**src/rtl/uart_rx_ctrl_pkg.sv**
```systemverilog
// Shared encodings and defaults for the UART receive-side controller.
package uart_rx_ctrl_pkg;

  typedef enum logic [1:0] {
    RXC_OFF = 2'd0,
    RXC_RST = 2'd1,
    RXC_RUN = 2'd2
  } rxc_state_e;

  localparam int RXC_RST_CYC     = 2;
  localparam int RXC_FIFO_DEPTH  = 8;
  localparam int RXC_TIMEOUT_CYC = 640;

  // Width of a counter that must hold values 0..n-1, never narrower than 1 bit.
  function automatic int rxc_cnt_w(input int n);
    return (n < 3) ? 1 : $clog2(n);
  endfunction

endpackage

```
**src/rtl/uart_rx_fifo.sv**
```systemverilog
// Synchronous byte FIFO: power-of-2 depth, wrapping pointers, separate occupancy counter.
module uart_rx_fifo #(
  parameter int DEPTH = 8
) (
  input  logic                     clk,
  input  logic                     rst_n,
  input  logic                     flush,
  input  logic                     push,
  input  logic                     pop,
  input  logic [7:0]               wdata,
  output logic [7:0]               rdata,
  output logic                     empty,
  output logic                     full,
  output logic [$clog2(DEPTH):0]   count,
  output logic                     drop
);

  localparam int AW = $clog2(DEPTH);
  localparam int CW = AW + 1;

  logic [7:0]    mem [DEPTH];
  logic [AW-1:0] wr_ptr, rd_ptr;
  logic          pop_ok, wr_ok;

  assign empty  = (count == '0);
  assign full   = (count == CW'(DEPTH));
  assign pop_ok = pop & ~empty;
  // A pop in the same cycle frees the slot, so a full FIFO still accepts the byte.
  assign wr_ok  = push & (~full | pop_ok);
  assign drop   = push & full & ~pop_ok;
  assign rdata  = empty ? 8'h00 : mem[rd_ptr];

  always_ff @(posedge clk or negedge rst_n) begin
    if (!rst_n) begin
      wr_ptr <= '0;
      rd_ptr <= '0;
      count  <= '0;
    end else if (flush) begin
      wr_ptr <= '0;
      rd_ptr <= '0;
      count  <= '0;
    end else begin
      if (wr_ok)  wr_ptr <= wr_ptr + AW'(1);
      if (pop_ok) rd_ptr <= rd_ptr + AW'(1);
      case ({wr_ok, pop_ok})
        2'b10:   count <= count + CW'(1);
        2'b01:   count <= count - CW'(1);
        default: count <= count;
      endcase
    end
  end

  always_ff @(posedge clk) begin
    if (wr_ok && !flush) mem[wr_ptr] <= wdata;
  end

endmodule

```
**src/rtl/uart_rx_ctrl.sv**
```systemverilog
// Sequences uart_rx (enable, soft reset, parity config), buffers bytes and raises irq.
module uart_rx_ctrl
  import uart_rx_ctrl_pkg::*;
#(
  parameter int FIFO_DEPTH  = RXC_FIFO_DEPTH,
  parameter int TIMEOUT_CYC = RXC_TIMEOUT_CYC
) (
  input  logic                          sample_clk,
  input  logic                          rst_n,
  input  logic                          enable,
  input  logic                          clr_err,
  input  logic                          n_parity_cfg,
  input  logic                          ev_parity_cfg,
  output logic                          rx_en,
  output logic                          rx_rst_n,
  output logic                          n_parity,
  output logic                          ev_parity,
  input  logic                          rx_ok,
  input  logic [7:0]                    rxd_out,
  input  logic                          parity_error,
  input  logic                          rd_en,
  output logic [7:0]                    rd_data,
  output logic                          empty,
  output logic                          full,
  output logic [$clog2(FIFO_DEPTH):0]   count,
  input  logic [$clog2(FIFO_DEPTH):0]   thresh,
  output logic                          overrun,
  output logic                          perr,
  output logic                          tout,
  output logic                          irq
);

  localparam int RW = rxc_cnt_w(RXC_RST_CYC);
  localparam int TW = $clog2(TIMEOUT_CYC + 1);

  rxc_state_e    state_q, state_d;
  logic [RW-1:0] rst_cnt;
  logic          rx_ok_d, perr_in_d;
  logic          push, pop_ok, drop, perr_set, lvl;
  logic [TW-1:0] tmr;

  always_comb begin
    state_d = state_q;
    case (state_q)
      RXC_OFF: if (enable) state_d = RXC_RST;
      RXC_RST: begin
        if (!enable)                           state_d = RXC_OFF;
        else if (rst_cnt == RW'(RXC_RST_CYC-1)) state_d = RXC_RUN;
      end
      RXC_RUN: begin
        if (!enable)      state_d = RXC_OFF;
        else if (clr_err) state_d = RXC_RST;
      end
      default: state_d = RXC_OFF;
    endcase
  end

  always_ff @(posedge sample_clk or negedge rst_n) begin
    if (!rst_n) begin
      state_q   <= RXC_OFF;
      rst_cnt   <= '0;
      rx_en     <= 1'b0;
      rx_rst_n  <= 1'b0;
      n_parity  <= 1'b1;
      ev_parity <= 1'b0;
    end else begin
      state_q  <= state_d;
      rst_cnt  <= (state_q == RXC_RST && state_d == RXC_RST) ? rst_cnt + RW'(1) : '0;
      rx_en    <= (state_d == RXC_RUN);
      rx_rst_n <= (state_d == RXC_RUN);
      // Config only changes while uart_rx is held in reset.
      if (state_d == RXC_RST && state_q != RXC_RST) begin
        n_parity  <= n_parity_cfg;
        ev_parity <= ev_parity_cfg;
      end
    end
  end

  assign push     = rx_ok & ~rx_ok_d & (state_q == RXC_RUN);
  assign perr_set = parity_error & ~perr_in_d & (state_q == RXC_RUN);
  assign pop_ok   = rd_en & ~empty;

  uart_rx_fifo #(.DEPTH(FIFO_DEPTH)) u_fifo (
    .clk   (sample_clk),
    .rst_n (rst_n),
    .flush (state_d == RXC_OFF),
    .push  (push),
    .pop   (rd_en),
    .wdata (rxd_out),
    .rdata (rd_data),
    .empty (empty),
    .full  (full),
    .count (count),
    .drop  (drop)
  );

  assign tout = (tmr == TW'(TIMEOUT_CYC));
  assign lvl  = (thresh != '0) && (count >= thresh);

  always_ff @(posedge sample_clk or negedge rst_n) begin
    if (!rst_n) begin
      rx_ok_d   <= 1'b0;
      perr_in_d <= 1'b0;
      overrun   <= 1'b0;
      perr      <= 1'b0;
      tmr       <= '0;
      irq       <= 1'b0;
    end else begin
      rx_ok_d   <= rx_ok;
      perr_in_d <= parity_error;
      if (clr_err)   overrun <= 1'b0;
      else if (drop) overrun <= 1'b1;
      if (clr_err)       perr <= 1'b0;
      else if (perr_set) perr <= 1'b1;
      if (push || pop_ok || empty) tmr <= '0;
      else if (!tout)              tmr <= tmr + TW'(1);
      irq <= lvl | tout | overrun | perr;
    end
  end

endmodule

```
**config.mk**
```make
export PLATFORM = sky130hd
export DESIGN_NAME = uart_rx_ctrl
export DESIGN_NICKNAME = d
export VERILOG_FILES = /design/src/rtl/uart_rx_ctrl_pkg.sv /design/src/rtl/uart_rx_fifo.sv /design/src/rtl/uart_rx_ctrl.sv
export SDC_FILE = /design/constraint.sdc
export NUM_CORES = 1
export LEC_CHECK = 0
export ABC_AREA = 1
export BUFFER_PORTS_ARGS = -buffer_cell sky130_fd_sc_hd__buf_2
export CORE_UTILIZATION = 50
export DETAILED_ROUTE_END_ITERATION = 10
export GPL_TIMING_DRIVEN = 0
export MAX_ROUTING_LAYER = met4
export PLACE_DENSITY = 0.75
export SLEW_MARGIN = 20
export SYNTH_ARGS = -nofsm -noshare
export SYNTH_HDL_FRONTEND = slang
export SYNTH_SLANG_ARGS = --single-unit
```
**constraint.sdc**
```tcl
create_clock -name sample_clk -period 2.7 [get_ports sample_clk]
set_clock_uncertainty 0.2 [all_clocks]
set_input_delay 0 -clock sample_clk [delete_from_list [all_inputs] [get_ports sample_clk]]
set_output_delay 0 -clock sample_clk [all_outputs]
set_load 0.01 [all_outputs]
```
==> flow_metrics.env, run 1 <==
export IMPL_grt_usage_pct=23.5
export IMPL_synth_fa_ha_area_share_pct=2.92
export IMPL_path_clk_slew_ps=90
export IMPL_timing_final_crit_share_pct=93.6
export IMPL_maxCapViolCount=0
export IMPL_routedWlPerCell_um=16.4
export IMPL_crit_start="state_q[0]"
export IMPL_grtUsageMet1_pct=29.4
export IMPL_p_leak_uw=0.00204
export IMPL_final_net_count=496
export IMPL_root_buffer="clkbuf_8"
export IMPL_cp_slowest_cell="nor2_1"
export IMPL_synth_nets=420
export IMPL_grt_overflow_total=0
export IMPL_grt_pass1_wl_um=15100
export IMPL_drt_iter0_drc=195
export IMPL_ctsResizeCount=0
export IMPL_hold_viol=0
export IMPL_synth_simple_area_share_pct=18.1
export IMPL_status="complete, no violations"
export IMPL_drcViolationCount=0
export IMPL_setup_viol=0
export IMPL_ys_flop_type="edfxtp_1"
export IMPL_clk_latency_ps=360
export IMPL_drtPass1Iterations=5
export IMPL_powerDensity_nw_per_um2=711
export IMPL_worstHoldPathType="in2async"
export IMPL_fin_tns_setup_ps=0
export IMPL_diodes=0
export IMPL_ys_warn_count=0
export IMPL_use_met2_pct=39.2
export IMPL_critPathCapture="u_fifo.mem[1][6]"
export IMPL_grtUsageMet3_pct=3.78
export IMPL_grt_max_degree=32
export IMPL_seqCellArea_um2=2700
export IMPL_synth_xor_area_share_pct=0.613
export IMPL_synth_top_family_by_area="simple AND/OR/NAND/NOR gates"
export IMPL_synth_mux_area_share_pct=0.526
export IMPL_startpoint_type="register"
export IMPL_max_freq_mhz=396
export IMPL_syn_avg_cell_area_um2=11.0
export IMPL_area_growth_pct=18.2
export IMPL_grt_busiest_layer="met2"
export IMPL_r2r_start="state_q[0]"
export IMPL_grt_pass1_vias=3086
export IMPL_synth_area_um2=4280
export IMPL_cp_arrival_ps=2320
export IMPL_synth_distinct_cells=43
export IMPL_tightestPinTransition_ps=850
export IMPL_slew_headroom_pct=43.1
export IMPL_drt_antenna_violating_nets=0
export IMPL_ys_ff_latch=95
export IMPL_vias_per_cell=5.53
export IMPL_multi_input_area_um2=1410
export IMPL_die_width_um=94.6
export IMPL_maxSlewViolCount=0
export IMPL_cts_inserted_buffers=9
export IMPL_endpoint_kind="register"
export IMPL_r2r_setup_slack_ps=170
export IMPL_async_reset_ff_share_pct=32.6
export IMPL_htreeDepth=3
export IMPL_path_class="reg2reg"
export IMPL_synth_cells=389
export IMPL_synth_compound_area_share_pct=10.2
export IMPL_coreArea_um2=8260
export IMPL_whs_ps=12.6
export IMPL_fin_crit_ps=2530
export IMPL_place_inst=539
export IMPL_rsz0062_at_grt="false"
export IMPL_max_stage_delay_ps=660
export IMPL_r2r_cells=5
export IMPL_layout_cells_non_filler=574
export IMPL_cp_max_fo=8
export IMPL_routed_wl_um=9420
export IMPL_rows=33
export IMPL_fill_cells=670
export IMPL_initial_core_util_pct=51.9
export IMPL_die_h_um=94.6
export IMPL_drive_gt1_share_pct=20.9
export IMPL_die_area_um2=8940
export IMPL_required_ps=2490
export IMPL_postCtsSetupRepairBufs=0
export IMPL_portBuffers=42
export IMPL_r2r_end="u_fifo.mem[1][6]"
export IMPL_ir_drop_v=0.000494
export IMPL_hpwl_um=6150
export IMPL_vias=3177
export IMPL_cts_tree="built"
export IMPL_clock_path_buffers=2
export IMPL_path_cells="a21oi_2, inv_2, nor2_4, nand2_2, nor2_1"
export IMPL_antenna_found_initial=0
export IMPL_synth_edf_count=64
export IMPL_yosysSeqAreaShare_pct=63.0
export IMPL_top_level_ports=43
export IMPL_place_congestion=0.790
export IMPL_clkSinkCount=95
==> synthesized netlist by cell type, drive strengths merged (2+ instances only) <==
cell / count / share of area [%]
dfrtp: 30 / 18
nand2: 37 / 3.9
o211ai: 2 / 0.35
o21ai: 33 / 3.9
nand3b: 3 / 0.53
nor2: 89 / 8.4
ha: 10 / 2.9
nand3: 11 / 1.7
a21oi: 11 / 1.4
nand4: 3 / 0.58
nor3: 11 / 1.5
edfxtp: 64 / 45
buf: 7 / 0.99
inv: 36 / 3.2
o32ai: 16 / 3.3
o41ai: 3 / 0.61
xor2: 3 / 0.61
nor4: 4 / 0.88
mux2: 2 / 0.53
clkbuf: 6 / 0.53
==> sequential cells by signal (all words and copies together) (netlist names), 2 cells and up <==
name           count
u_fifo.mem        64
tmr               10
u_fifo.count       4
u_fifo.rd_ptr      3
u_fifo.wr_ptr      3
state_q            2
==> layout make-up <==
cell class,instances,area share (%)
plain buffers,13,1.29
clock buffers,9,2.45
clock inverters,6,1.21
inverters,36,2.67
multi-input cells,245,27.9
flip-flops and latches,95,53.3
well taps,105,2.60
repair buffers,65,8.55
==> logic make-up after synthesis <==
family | count (synthesis)
AO/OA/AOI/OAI | 69
XOR/XNOR | 3
adder cells (fa/ha/maj) | 10
buffers and inverters | 49
flip-flops | 95
multiplexers | 2
AND/OR/NAND/NOR | 161
==> cell usage in the layout, fill, tap and decap left out, drive strengths merged, types with 4 or more instances in the layout <==
master,instances
nor2,89
edfxtp,64
buf,52
inv,37
nand2,37
o21ai,33
dfrtp,30
dlygate4sd3,20
o32ai,16
clkbuf,15
a21oi,11
nand3,11
nor3,11
ha,10
nor4,4
==> power breakdown <==
| group | internal [µW] | switching, µW |
|---|---|---|
| logic | 383 | 632 |
| clock network | 420 | 493 |
| registers | 1610 | 60.8 |
| total | 2420 | 1190 |
==> what timing repair did <==
item                       in CTS  in global routing
hold endpoints to repair      125                  0
setup endpoints to repair       0                  0
hold buffers                   20                  0
==> how the worst min path moves through the flow <==
stage / from / endpoint / slack (ps) / cells past startpoint
after floorplan: rst_n / ev_parity / -500 / 0
after detailed placement: rst_n / state_q[0] / -110 / 1
after global placement: rst_n / irq / -110 / 1
final: rst_n / u_fifo.rd_ptr[1] / 10 / 2
after global routing: rst_n / u_fifo.count[2] / 90 / 2
after CTS: rst_n / u_fifo.count[2] / 30 / 2
==> critical path: cells and delay by family (launching register included) <==
| family | cells | cell delay [ps] |
|---|---|---|
| AOI/OAI and AO/OA | 1 | 380 |
| DFF | 1 | 490 |
| buffers and inverters | 1 | 160 |
| and+or+nand+nor | 3 | 920 |
==> per-layer routing <==
metal	routed length, µm	vias to the layer above
met1	4080	1551
met3	449	11
met4	134	0
li1	-	1518
met5	0	-
met2	4760	97
==> through the flow <==
step	area (µm²)	power (µW)	setup slack (ps)	util (%)
floorplan	4280	2340	460	-
global placement	4620	2640	-320	56.0
detailed placement	4680	2670	164	56.6
CTS	5060	3600	150	61.3
global route	5060	3780	1.94	61.3
finish	5060	3600	172	61.3
Note: power is estimated with default switching activity, not from simulation.
==> run 2, diff against run 1 <==
CORE_UTILIZATION = 35   (was 50)
PLACE_DENSITY = 0.58   (was 0.75)
==> run 2 against run 1 <==
  * Cell count is 7.5% higher
  * Hold slack better by 31 ps
  * Sequential cell count stayed put
  * Final area is 3.6% higher
  * Critical path type unchanged
  * Worst setup slack better by 29 ps
  * Clock power is 45% higher
  * Power is 11% higher
  * Largest power group unchanged
==> flow_metrics.env, run 2 (synthesis gave the netlist of run 1 again) <==
export IMPL_status="complete, no violations"
export IMPL_dp_slack_ps=142
export IMPL_timing_final_crit_share_pct=92.5
export IMPL_ir_drop_v=0.000524
export IMPL_die_width_um=113
export IMPL_antenna_found_initial=0
export IMPL_setup_viol=0
export IMPL_p_leak_uw=0.00210
export IMPL_r2r_cells=5
export IMPL_die_h_um=113
export IMPL_powerDensity_nw_per_um2=763
export IMPL_maxSlewViolCount=0
export IMPL_max_freq_mhz=400
export IMPL_path_clk_slew_ps=70
export IMPL_grt_usage_pct=16.2
export IMPL_hold_viol=0
export IMPL_root_buffer="clkbuf_16"
export IMPL_p_comb_share_pct=25.2
export IMPL_intPower_uw=2730
export IMPL_maxCapViolCount=0
export IMPL_tightestPinTransition_ps=851
export IMPL_top_level_ports=43
export IMPL_layout_common_cells="nor2_1, edfxtp_1, buf_2"
export IMPL_layout_cells_non_filler=617
export IMPL_rsz0062_at_grt="false"
export IMPL_drt_antenna_violating_nets=0
export IMPL_p_clk_share_pct=32.9
export IMPL_r2r_end="u_fifo.mem[2][5]"
export IMPL_diodes=0
export IMPL_grt_overflow_total=0
export IMPL_worstHoldPathType="in2async"
export IMPL_coreArea_um2=12000
export IMPL_fin_crit_ps=2500
export IMPL_startpoint_type="register"
export IMPL_routed_wl_um=9490
export IMPL_slew_headroom_pct=43.0
export IMPL_clkSinkCount=95
export IMPL_top_regs="u_fifo.mem: 64 flops, tmr: 10 flops, u_fifo.count: 4 flops"
export IMPL_r2r_setup_slack_ps=200
export IMPL_p_seq_share_pct=41.8
export IMPL_drt_iter0_drc=191
export IMPL_largest_register="u_fifo.mem"
export IMPL_post_route_cell_area_um2=5240
export IMPL_portBuffers=42
export IMPL_grt_max_degree=32
export IMPL_grt_pass1_wl_um=15200
export IMPL_drive_gt1_share_pct=21.7
export IMPL_drtPass1Iterations=5
export IMPL_place_inst=581
export IMPL_r2r_start="state_q[0]"
export IMPL_largest_register_ff_count=64
export IMPL_drcViolationCount=0
export IMPL_initial_core_util_pct=35.8
export IMPL_p_switching_uw=1270
export IMPL_routedWlPerCell_um=15.4
export IMPL_path_class="reg2reg"
export IMPL_place_congestion=0.803
export IMPL_die_area_um2=12700
export IMPL_rows=40
export IMPL_clk_latency_ps=330
export IMPL_vias=3060
export IMPL_grt_pass1_vias=2999
export IMPL_cp_max_fo=8
export IMPL_sw_frac_of_total_pct=31.7
export IMPL_htreeDepth=3
export IMPL_clock_path_buffers=2
export IMPL_vias_per_cell=4.96
export IMPL_fin_ws_ps=201
export IMPL_hpwl_um=6380
export IMPL_cts_inserted_buffers=9
export IMPL_endpoint_kind="register"
export IMPL_area_growth_pct=22.4
export IMPL_final_common_cell="nor2_1"
export IMPL_placed_area_um2=4730
export IMPL_required_ps=2470
export IMPL_cts_tree="built"
export IMPL_final_net_count=496
export IMPL_cp_arrival_ps=2260
[run 2: cell count changes in the layout (fill, tap and decap cells not counted)]
cell        change
clkbuf_16       +9
clkbuf_8        -9
clkinv_1        -2
clkinv_4        +2
inv_8           +2
clkinvlp_4      -1
nor2_1          -1
nor2_2          +1
[run 2: cell type report]
type,count,area [µm²]
fill,1146,6720
tap,147,184
clock inverter,7,86.3
inverter,36,135
buffer,13,65.1
sequential,95,2700
timing repair buffer,65,433
clock buffer,9,225
multi-input combinational,245,1420
[run 2: worst max-delay path, stage by stage, from the launching register on]
cell     delay, ps
dfrtp_1        480
a21oi_2        360
inv_2          150
nor2_4         170
nand2_2        110
nor3_2         660
[run 2: worst max-delay path by stage]
stage	from	slack (ps)	end	cells after the start
after global placement	state_q[0]	-370	u_fifo.mem[4][2]	5
after floorplan	state_q[0]	460	u_fifo.mem[2][0]	7
after detailed placement	state_q[0]	140	u_fifo.mem[1][5]	5
final	state_q[0]	200	u_fifo.mem[2][5]	5
after CTS	state_q[0]	120	u_fifo.mem[1][5]	5
after global routing	state_q[0]	7	u_fifo.mem[0][5]	5
[run 2: metal layers]
layer,GRT usage (%),share of wire (%)
met2,26.6,48
met1,20.6,47
met3,4.05,4.8
met4,2.58,0.50
met5,-,0
[run 2: timing repair]
| item | CTS | global route |
|---|---|---|
| endpoints found under the setup margin | 0 | 8 |
| hold endpoints to repair | 124 | 0 |
| setup buffers | 0 | 0 |
| hold buffers | 20 | 0 |
| gates resized for setup | 0 | 1 |
[run 2: power groups by stage]
stage / clock, µW / combinational, µW / sequential [µW]
2_1_floorplan: 0 / 632 / 1710
3_3_place_gp: 0 / 968 / 1700
3_5_place_dp: 0 / 979 / 1700
4_1_cts: 1340 / 1020 / 1670
5_1_grt: 1400 / 1130 / 1680
6_report: 1320 / 1010 / 1670
[run 2: stage by stage]
stage	hold slack, ps	util [%]	total power, µW	setup TNS, ps
2_1_floorplan	-496	-	2340	0
3_3_place_gp	-106	39.1	2670	-12880
3_5_place_dp	-110	39.5	2680	0
4_1_cts	64.9	43.8	4040	0
5_1_grt	94.3	43.8	4210	0
6_report	43.3	43.8	4000	0
==> run 3, diff against run 2 <==
CORE_MARGIN = 3   (was unset)
==> run 3 against run 2 <==
  * Fmax down 1.3%
  * Power decreased by 0.97%
  * Register-to-register slack worse by 30 ps
  * Critical path depth unchanged
  * Sequential power about the same
==> flow_metrics.env, run 3 (synthesis gave the netlist of run 1 again) <==
export IMPL_portBuffers=42
export IMPL_place_inst=577
export IMPL_rows=39
export IMPL_layout_common_cells="nor2_1, edfxtp_1, buf_2"
export IMPL_rsz0062_at_grt="false"
export IMPL_hold_viol=0
export IMPL_worstHoldPathType="in2async"
export IMPL_grt_pass1_vias=3064
export IMPL_cp_arrival_ps=2300
export IMPL_grt_usage_pct=15.8
export IMPL_initial_core_util_pct=36.6
export IMPL_grt_pass1_wl_um=15800
export IMPL_max_freq_mhz=395
export IMPL_ir_drop_v=0.000451
export IMPL_slew_headroom_pct=40.2
export IMPL_path_class="reg2reg"
export IMPL_die_h_um=117
export IMPL_hpwl_um=6630
export IMPL_cts_inserted_buffers=9
export IMPL_p_switching_uw=1240
export IMPL_r2r_end="u_fifo.mem[0][3]"
export IMPL_area_growth_pct=22.2
export IMPL_top_regs="u_fifo.mem: 64 flops, tmr: 10 flops, u_fifo.count: 4 flops"
export IMPL_layout_cells_non_filler=614
export IMPL_final_net_count=497
export IMPL_p_clk_share_pct=32.1
export IMPL_drt_iter0_drc=147
export IMPL_clk_latency_ps=340
export IMPL_p_comb_share_pct=25.6
export IMPL_required_ps=2470
export IMPL_setup_viol=0
export IMPL_clkSinkCount=95
export IMPL_root_buffer="clkbuf_16"
export IMPL_drt_antenna_violating_nets=0
export IMPL_p_seq_share_pct=42.3
export IMPL_postCtsSetupRepairBufs=0
export IMPL_routedWlPerCell_um=15.9
export IMPL_powerDensity_nw_per_um2=757
export IMPL_largest_register="u_fifo.mem"
export IMPL_drtPass1Iterations=4
export IMPL_path_clk_slew_ps=60
export IMPL_htreeDepth=3
export IMPL_die_width_um=117
export IMPL_routed_wl_um=9790
export IMPL_r2r_setup_slack_ps=170
export IMPL_status="complete, no violations"
export IMPL_r2r_cells=5
export IMPL_drive_gt1_share_pct=21.2
export IMPL_grt_max_degree=32
export IMPL_cts_tree="built"
export IMPL_cp_max_fo=8
export IMPL_maxSlewViolCount=0
export IMPL_vias_per_cell=5.09
export IMPL_final_common_cell="nor2_1"
export IMPL_maxCapViolCount=0
export IMPL_timing_final_crit_share_pct=93.7
export IMPL_r2r_start="state_q[0]"
export IMPL_placed_area_um2=4720
export IMPL_place_congestion=0.775
export IMPL_sw_frac_of_total_pct=31.3
export IMPL_coreArea_um2=11700
export IMPL_clock_path_buffers=2
export IMPL_die_area_um2=13600
export IMPL_fin_crit_ps=2530
export IMPL_intPower_uw=2720
export IMPL_startpoint_type="register"
export IMPL_largest_register_ff_count=64
export IMPL_endpoint_kind="register"
export IMPL_drcViolationCount=0
export IMPL_post_route_cell_area_um2=5230
export IMPL_antenna_found_initial=0
export IMPL_top_level_ports=43
export IMPL_diodes=0
export IMPL_whs_ps=36.5
export IMPL_grt_overflow_total=0
export IMPL_tightestPinTransition_ps=894
export IMPL_p_leak_uw=0.00211
export IMPL_vias=3127
run 3: cell count changes in the layout (fill, tap and decap cells not counted):
cell	delta
inv_8	-2
nor2_2	-1
clkinvlp_4	-1
nor2_1	+1
clkbuf_1	+1
dlygate4sd3_1	+1
clkinv_4	+1
clkinv_2	+1
run 3: final cells by class:
| cell class | instances | area [µm²] |
|---|---|---|
| inverters | 36 | 135 |
| flip-flops and latches | 95 | 2700 |
| clock inverters | 6 | 70.1 |
| fillers | 1141 | 6480 |
| repair buffers | 66 | 443 |
| well taps | 143 | 179 |
| plain buffers | 13 | 65.1 |
| multi-input cells | 245 | 1410 |
| clock buffers | 10 | 229 |
run 3: metrics by stage:
stage	TNS (ps)	setup slack, ps	power, µW	utilization [%]
2_1_floorplan	0	460	2340	-
3_3_place_gp	-11500	-350	2680	39.9
3_5_place_dp	0	108	2690	40.3
4_1_cts	0	102	4010	44.7
5_1_grt	0	3.38	4200	44.7
6_report	0	169	3960	44.7
run 3: worst max path at each step:
stage,endpoint,startpoint,slack (ps)
CTS,u_fifo.mem[0][4],state_q[0],100
finish,u_fifo.mem[0][3],state_q[0],170
detailed placement,u_fifo.mem[0][2],state_q[0],110
global placement,u_fifo.mem[4][2],state_q[0],-350
floorplan,u_fifo.mem[2][0],state_q[0],460
global route,u_fifo.mem[1][7],state_q[0],3
run 3: power groups by stage:
stage | logic (µW) | registers (µW) | clock network [µW]
after floorplan | 632 | 1710 | 0
after global placement | 974 | 1710 | 0
after detailed placement | 983 | 1710 | 0
after CTS | 1030 | 1680 | 1300
after global routing | 1140 | 1690 | 1370
final | 1020 | 1680 | 1270
run 3: per-layer routing:
metal / GRT usage, % / part of all wire [%] / vias up
li1: - / - / 1521
met1: 19.8 / 44 / 1511
met2: 25.8 / 49 / 89
met3: 3.83 / 6.3 / 6
met4: 4.36 / 0.86 / 0
met5: - / 0 / -
run 3: critical path, stage by stage, from the launching register on:
cell	delay (ps)
dfrtp_1	480
a21oi_2	350
inv_2	160
nor2_4	170
nand2_2	110
nor2_1	690
run 3: timing repair:
item	CTS	global route
hold endpoints to repair	125	0
resized for setup	0	0
hold buffers	21	0
